==> config.mk <==
export PLATFORM = sky130hd
export DESIGN_NAME = fb_arbiter
export DESIGN_NICKNAME = d
export VERILOG_FILES = /design/src/rtl/fb_arbiter.sv
export SDC_FILE = /design/constraint.sdc
export NUM_CORES = 1
export LEC_CHECK = 0
export ABC_AREA = 1
export ABC_CLOCK_PERIOD_IN_PS = 3400
export CORE_MARGIN = 4
export CORE_UTILIZATION = 35
export DETAILED_ROUTE_END_ITERATION = 8
export GPL_ROUTABILITY_DRIVEN = 0
export SLEW_MARGIN = 20
export SYNTH_ARGS = -nofsm -noshare
export SYNTH_HDL_FRONTEND = slang
export SYNTH_SLANG_ARGS = --single-unit
==> constraint.sdc <==
create_clock -name clk -period 3.4 [get_ports clk]
set_input_delay 0.68 -clock clk [delete_from_list [all_inputs] [get_ports clk]]
set_output_delay 0.68 -clock clk [all_outputs]
set_load 0.02 [all_outputs]
==> src/rtl/fb_arbiter.sv <==
// fb_arbiter: single-port frame buffer owner on the pixel clock.
// Shares one RAM port between display scan-out (highest priority), an
// optional clear engine, and a handshaked pixel writer. Display data
// reaches pix two cycles after the scan coordinate is presented.
// Optional feature macro: FB_CLEAR_EN builds the clear engine. Without it,
// clr_start is ignored and clr_busy is tied low.
`timescale 1ns/1ps

module fb_arbiter #(
  parameter int                GRID_W    = 160,
  parameter int                GRID_H    = 120,
  parameter int                DATA_W    = 4,
  parameter int                ADDR_W    = 15,
  parameter logic [DATA_W-1:0] CLEAR_VAL = '0
) (
  input  logic              clk,
  input  logic              reset,
  input  logic [7:0]        vgaX,
  input  logic [7:0]        vgaY,
  input  logic              blank_b,
  input  logic              wr_req,
  input  logic [7:0]        wr_x,
  input  logic [7:0]        wr_y,
  input  logic [DATA_W-1:0] wr_data,
  output logic              wr_ack,
  output logic              wr_drop,
  input  logic              clr_start,
  output logic              clr_busy,
  output logic [ADDR_W-1:0] ram_addr,
  output logic              ram_we,
  output logic [DATA_W-1:0] ram_wdata,
  input  logic [DATA_W-1:0] ram_rdata,
  output logic [DATA_W-1:0] pix
);

  localparam logic [ADDR_W-1:0] GRID_W_A = ADDR_W'(GRID_W);
  localparam logic [31:0]       GRID_W_U = 32'(GRID_W);
  localparam logic [31:0]       GRID_H_U = 32'(GRID_H);

  // Linear address of a logical coordinate, wrapped to the RAM width.
  function automatic logic [ADDR_W-1:0] addr_of(input logic [7:0] cx, input logic [7:0] cy);
    return ADDR_W'(cy) * GRID_W_A + ADDR_W'(cx);
  endfunction

  function automatic logic in_range(input logic [7:0] cx, input logic [7:0] cy);
    return (32'(cx) < GRID_W_U) && (32'(cy) < GRID_H_U);
  endfunction

  // ---------------------------------------------------------------------
  // Display read request
  // ---------------------------------------------------------------------
  logic              last_vld_q;
  logic [7:0]        last_x_q;
  logic [7:0]        last_y_q;
  logic              disp_in_range;
  logic              disp_new;
  logic              disp_rd;
  logic              disp_oor;
  logic [ADDR_W-1:0] disp_addr;

  assign disp_in_range = in_range(vgaX, vgaY);
  assign disp_addr     = addr_of(vgaX, vgaY);
  assign disp_new      = !last_vld_q || (vgaX != last_x_q) || (vgaY != last_y_q);
  // Reads are only issued for a fresh in-range coordinate during active video.
  assign disp_rd       = reset && blank_b && disp_in_range && disp_new;
  assign disp_oor      = blank_b && !disp_in_range;

  // ---------------------------------------------------------------------
  // Clear engine
  // ---------------------------------------------------------------------
  logic              clr_active;
  logic              clr_we;
  logic [ADDR_W-1:0] clr_addr;

`ifdef FB_CLEAR_EN
  localparam int                NPIX      = GRID_W * GRID_H;
  localparam logic [ADDR_W-1:0] LAST_ADDR = ADDR_W'(NPIX - 1);

  typedef enum logic [0:0] {
    S_IDLE  = 1'b0,
    S_CLEAR = 1'b1
  } clr_state_e;

  clr_state_e        state_q;
  logic [ADDR_W-1:0] clr_addr_q;
  logic              clr_busy_q;

  assign clr_active = (state_q == S_CLEAR);
  assign clr_we     = clr_active && !disp_rd;
  assign clr_addr   = clr_addr_q;
  assign clr_busy   = clr_busy_q;

  // Clear sequencer: sweeps every pixel once, yielding slots to display reads.
  always_ff @(posedge clk or negedge reset) begin
    if (!reset) begin
      state_q    <= S_IDLE;
      clr_addr_q <= '0;
      clr_busy_q <= 1'b0;
    end else begin
      case (state_q)
        S_IDLE: begin
          if (clr_start) begin
            state_q    <= S_CLEAR;
            clr_addr_q <= '0;
            clr_busy_q <= 1'b1;
          end
        end
        S_CLEAR: begin
          if (clr_we) begin
            if (clr_addr_q == LAST_ADDR) begin
              state_q    <= S_IDLE;
              clr_busy_q <= 1'b0;
            end else begin
              clr_addr_q <= clr_addr_q + ADDR_W'(1);
            end
          end
        end
        default: begin
          state_q    <= S_IDLE;
          clr_busy_q <= 1'b0;
        end
      endcase
    end
  end
`else
  logic unused_clr_start;

  assign unused_clr_start = clr_start;
  assign clr_active       = 1'b0;
  assign clr_we           = 1'b0;
  assign clr_addr         = '0;
  assign clr_busy         = 1'b0;
`endif

  // ---------------------------------------------------------------------
  // Writer grant
  // ---------------------------------------------------------------------
  logic              wr_grant;
  logic              wr_in_range;
  logic [ADDR_W-1:0] wr_addr;

  assign wr_in_range = in_range(wr_x, wr_y);
  assign wr_addr     = addr_of(wr_x, wr_y);
  assign wr_grant    = reset && wr_req && !disp_rd && !clr_active;
  assign wr_ack      = wr_grant;
  assign wr_drop     = wr_grant && !wr_in_range;

  // ---------------------------------------------------------------------
  // RAM port mux
  // ---------------------------------------------------------------------
  logic [ADDR_W-1:0] addr_hold_q;
  logic [ADDR_W-1:0] addr_hold_d;

  // One access per cycle: display read, then clear write, then writer write.
  always_comb begin
    ram_addr  = addr_hold_q;
    ram_we    = 1'b0;
    ram_wdata = wr_data;
    if (!reset) begin
      ram_addr = '0;
    end else if (disp_rd) begin
      ram_addr = disp_addr;
    end else if (clr_we) begin
      ram_addr  = clr_addr;
      ram_we    = 1'b1;
      ram_wdata = CLEAR_VAL;
    end else if (wr_grant && wr_in_range) begin
      ram_addr = wr_addr;
      ram_we   = 1'b1;
    end
  end

  assign addr_hold_d = ram_addr;

  // Keeps the address bus stable on idle cycles.
  always_ff @(posedge clk or negedge reset) begin
    if (!reset) begin
      addr_hold_q <= '0;
    end else begin
      addr_hold_q <= addr_hold_d;
    end
  end

  // ---------------------------------------------------------------------
  // Last-read tracking
  // ---------------------------------------------------------------------
  // Blanking or an off-grid coordinate forces the next valid pixel to re-read.
  always_ff @(posedge clk or negedge reset) begin
    if (!reset) begin
      last_vld_q <= 1'b0;
      last_x_q   <= '0;
      last_y_q   <= '0;
    end else if (!blank_b || disp_oor) begin
      last_vld_q <= 1'b0;
    end else if (disp_rd) begin
      last_vld_q <= 1'b1;
      last_x_q   <= vgaX;
      last_y_q   <= vgaY;
    end
  end

  // ---------------------------------------------------------------------
  // Pixel pipeline
  // ---------------------------------------------------------------------
  logic              rd_q;
  logic              oor_q;
  logic              blank_d1_q;
  logic [DATA_W-1:0] hold_q;
  logic [DATA_W-1:0] hold_d;
  logic [DATA_W-1:0] pix_q;

  // Fresh RAM data lands in the hold path the cycle after its read, an
  // off-grid coordinate forces black, otherwise the last pixel is replicated.
  always_comb begin
    hold_d = hold_q;
    if (rd_q) begin
      hold_d = ram_rdata;
    end else if (oor_q) begin
      hold_d = '0;
    end
  end

  // Registers the pixel once more and blanks it in step with the video timing.
  always_ff @(posedge clk or negedge reset) begin
    if (!reset) begin
      rd_q       <= 1'b0;
      oor_q      <= 1'b0;
      blank_d1_q <= 1'b0;
      hold_q     <= '0;
      pix_q      <= '0;
    end else begin
      rd_q       <= disp_rd;
      oor_q      <= disp_oor;
      blank_d1_q <= blank_b;
      hold_q     <= hold_d;
      pix_q      <= blank_d1_q ? hold_d : '0;
    end
  end

  assign pix = pix_q;

endmodule

# Word level (Yosys, flattened, before mapping)
# Cells that the tools add are included.
[totals] regBits=43 inputBits=45 out_inout_bits=27 wordCells=51
[op_classes] add_sub_neg=2 multipliers=2 order_cmp=4 eq_ne=2 mux=11 n_bitwise=1 reduce_logical=20
[ops] op="2-to-1 mux 15 bit" count=3
[ops] op="adder 15 x 8 -> 15 bit" count=2
[ops] op="multiplier 8 x 3 -> 10 bit, second input constant" count=2
[ops] op="< comparator 8 x 7 -> 1 bit, second input constant" count=2
[ops] op="< comparator 8 bit, second input constant" count=2
[ops] op="!= test 8 bit" count=2
[ops] op="2-to-1 mux 4 bit" count=3
[ops] op="logical AND 1 bit" count=10
[ops] op="zero test 1 bit" count=5
[ops] op="2-to-1 mux 1 bit" count=5
[ops] op="logical OR 1 bit" count=3
[ops] op="AND reduction 2 bit" count=1
[ops] op="nonzero test 2 bit" count=1
[ops] op="NOT 1 bit" count=1

# Depth between registers and ports, before layout
[depth] word_depth=10 depth_mapped=16 depth_no_buf=16

# Least setup slack after synthesis
# OpenSTA, ideal clock, no wires.
[synth_path] kind="input port to output port" start="in vgaY[1]" end="out ram_addr[14]" t_arrival_ns=2.840 required_time_ns=2.720 setup_slack_ns=-0.120 stages=15 path_buffers=0 cell_sequence="ha_1 -> ha_1 -> inv_1 -> fa_1 -> nor2_1 -> nand3_1 -> nand2_1 -> nand2_1 -> nor2_1 -> nand2_1 -> nor2_1 -> nand2_1 -> nand3_1 -> nand2_1 -> a21oi_1"
[synth_between] elab_chain_cells=10 word_cells_on_any_way=14 cone_classes="1 x add/sub; 1 x mul; 1 x order compare; 1 x eq/ne; 3 x mux; 7 x reduce/logical"
[synth_rtl] element="start, declared" line_no="19" rtl="input logic [7:0] vgaY,"
[synth_rtl] element="branches (longest 8 deep; another with adder 15 x 8 -> 15 bit)"
[synth_rtl] element="2-to-1 mux 15 bit (*)" line_no="161" rtl="end else if (disp_rd) begin"
[synth_rtl] element="2-to-1 mux 15 bit (*)" line_no="159" rtl="if (!reset) begin"
[synth_rtl] element="end, declared" line_no="29" rtl="output logic [ADDR_W-1:0] ram_addr,"
# Every way passes the cells marked *.

# Final worst setup path
[layout_path] start="in vgaY[3]" end="out ram_addr[13]"
# The elaborated chain is that of the path after synthesis.

==> reports/qor.txt <==
status: finished with violations
failing checks: negative setup slack
Routed Antenna Nets: 0
Tmin final: 3.50 ns
sw power: 0.595 mW
Net Sw Frac: 35.3%
dpl cell area: 4650 um^2
HPWL after DPL: 7080 um
number of hold buffers added after cts: 0
Reg clk slew, reported paths: 0.09 ns
post-synthesis cell area: 3420 um^2
design area: 5230 um^2
Final Max Tran Viols: 0
Total Neg Setup Slack: -0.226 ns
via count: 3491
cell accounting for the most synthesized area: dfrtp_1
first-pass GRT wire length: 15600 um
reg2reg end: addr_hold_q[13]
n_diodes: 0
ys async rst share: 100%
FF+latch count, synth: 43
Comb power frac: 44.8%
unrepaired setup endpoints after global routing: yes
reg2reg start: last_y_q[1]
drt first-iter violations: 82
vias per std cell: 4.63
clk root buf: clkbuf_8
starting density of the core: 36.5%
core footprint: 9370 um^2
die area: 11400 um^2
CP max FO: 2
TritonRoute pass-1 iters: 4
count leader, synth: nand2_1
Clock Skew: 0.00464 ns
crit path DAT: 2.82 ns
Remaining DRCs: 0
# setup viols final: 4
I/O Pins: 72
Site Rows: 35
crit start category: input pin
largest net degree at the start of global routing: 31
clk sinks: 43
Yosys top cell area share: 31.5%
HP Class: input pin to asynchronous set/reset pin
Syn Nets: 556
TritonCTS clock tree: done
most common library cells after synthesis: nand2_1, inv_1, dfrtp_1, nor2_1, ha_1
Fin. Hold Viols: 0
Tot GR Track Use: 16.7%
Seq pwr share: 35.4%
grt ovf: 0
Die H: 107 um
vias in the first global route: 3489
Port Buffers: 61
htree depth: 2
layout cells sized above 1: 31.7%
clock tree buffer depth: 2
clock group share of total power: 19.8%
fin nets: 703
max_cap viols: 0
Main synth FF type: dfrtp_1
EDFF count, synth: 0
Worst VDD drop: 0.000194 V
Syn Area/Cell: 7.17 um^2
Num CTS Buffers: 5
Die X: 107 um
synth unique cells: 33
WP data required: 2.72 ns
WL final: 9310 um
Crit. End Element: primary output
Power Total: 1.68 mW
Ys Warns: 0
final setup margin: -0.102 ns
initial antenna violation count: 0
Worst R2R Setup Slack: 1.35 ns
fillers: 911
period utilization: 103%
reg2reg path depth: 15
post-DR wirelength/cell: 12.3 um
Static Leak: 2.80 nW
cell area power density: 322 nW/um^2
Layout Area Growth over Synthesis: 52.9%
Area contributors post-synth: dfrtp_1, nand2_1, ha_1
register area share after synthesis: 31.5%
Max Freq: 286 MHz
Mapped Cells: 477
cell internal pwr: 1.09 mW
Setup Crit Path Kind: input pin to primary output
clk_lat worst skew: 0.30 ns
-- critical path: stages --
cell and delay [ns]:
buf_8 0.10, ha_4 0.23, ha_4 0.16, inv_2 0.05
fa_2 0.44, buf_6 0.13, buf_6 0.11, nor2_2 0.07
nand2_1 0.10, nor2_2 0.11, nand2_1 0.06, xor2_1 0.15
nand2_1 0.06, nand2_1 0.06, a21oi_2 0.17, buf_6 0.14
-- state kept, by name, indices dropped and copies added, names as in the netlist --
register     flops
rd_q             1
addr_hold_q     15
oor_q            1
hold_q           4
last_x_q         8
blank_d1_q       1
last_vld_q       1
last_y_q         8
pix              4
-- layout by cell type, fill, tap and decap left out, drive strengths merged --
master / synthesis / routed
nand2: 156 / 156
buf: 14 / 111
inv: 76 / 76
dfrtp: 43 / 43
nor2: 34 / 34
ha: 30 / 30
nand3: 28 / 28
o21ai: 20 / 20
clkdlybuf4s50: 0 / 18
a21oi: 18 / 18
nand4: 17 / 17
dlygate4sd2: 0 / 12
xnor2: 11 / 11
clkbuf: 0 / 10
xor2: 9 / 9
o211ai: 5 / 5
clkdlybuf4s15: 0 / 5
dlymetal6s2s: 0 / 4
fa: 4 / 4
nor3: 3 / 3
nand3b: 2 / 2
o31ai: 2 / 2
clkinv: 1 / 2
or2: 2 / 2
a31oi: 1 / 1
conb: 1 / 1
clkinvlp: 0 / 1
-- area by class of cell --
cell class | count | area (um^2) | share of cell area [%]
Clock inverter | 2 | 12.5 | 0.239
Sequential cell | 43 | 1080 | 20.6
Timing Repair Buffer | 154 | 1280 | 24.6
Multi-Input combinational cell | 343 | 2330 | 44.5
Tap cell | 129 | 161 | 3.09
Clock buffer | 6 | 72.6 | 1.39
Inverter | 77 | 294 | 5.62
-- metal layers --
| layer | vias up | wire, um | GRT usage (%) |
|---|---|---|---|
| met1 | 1613 | 4010 | 20.5 |
| met5 | - | 0 | 0 |
| li1 | 1802 | - | - |
| met2 | 63 | 4870 | 30.0 |
| met3 | 13 | 278 | 2.05 |
| met4 | 0 | 153 | 5.66 |
-- repair_timing --
item,in CTS,in global routing
gates resized for setup,160,46
setup endpoints to repair,18,16
buffers inserted,11,3
pin swaps,49,22
-- cells by family (layout without fill, tap and decap cells) --
family	Yosys count	count (layout)	synth area share (%)
other	1	1	0.110
adder cells (fa/ha/maj)	34	34	13.3
AND/OR/NAND/NOR	242	242	30.4
XOR/XNOR	20	20	5.12
flip-flops	43	43	31.5
AO/OA/AOI/OAI	46	46	7.28
buffers and inverters	91	239	12.3
-- per-stage QoR --
step                      setup WS [ns]  std cells  utilization (%)  hold WS, ns
after detailed placement          -1.02        732             49.7        0.457
after global routing             -0.250        754             55.8        0.491
after floorplan                 0.00545        477                -        0.384
after CTS                       -0.0919        751             54.6        0.479
final                            -0.102        754             55.8        0.463
after global placement           -0.992        732             49.7        0.448
-- worst max-delay path by stage --
stage               startpoint      endpoint  slack (ns)  cells past startpoint
floorplan              vgaY[1]  ram_addr[14]       0.005                     15
global placement       vgaY[1]  ram_addr[14]       -0.99                     17
detailed placement     vgaY[1]  ram_addr[14]       -1.02                     17
CTS                    vgaY[3]  ram_addr[14]       -0.09                     17
global route           vgaY[3]  ram_addr[14]       -0.25                     17
finish                 vgaY[3]  ram_addr[13]       -0.10                     16
-- power by group through the flow --
stage	clock network, mW	registers, mW	logic (mW)
2_1_floorplan	0	0.602	0.365
3_3_place_gp	0	0.603	0.623
3_5_place_dp	0	0.606	0.632
4_1_cts	0.341	0.596	0.718
5_1_grt	0.363	0.602	0.841
6_report	0.333	0.596	0.754
Power figures use the tool's default switching activity.
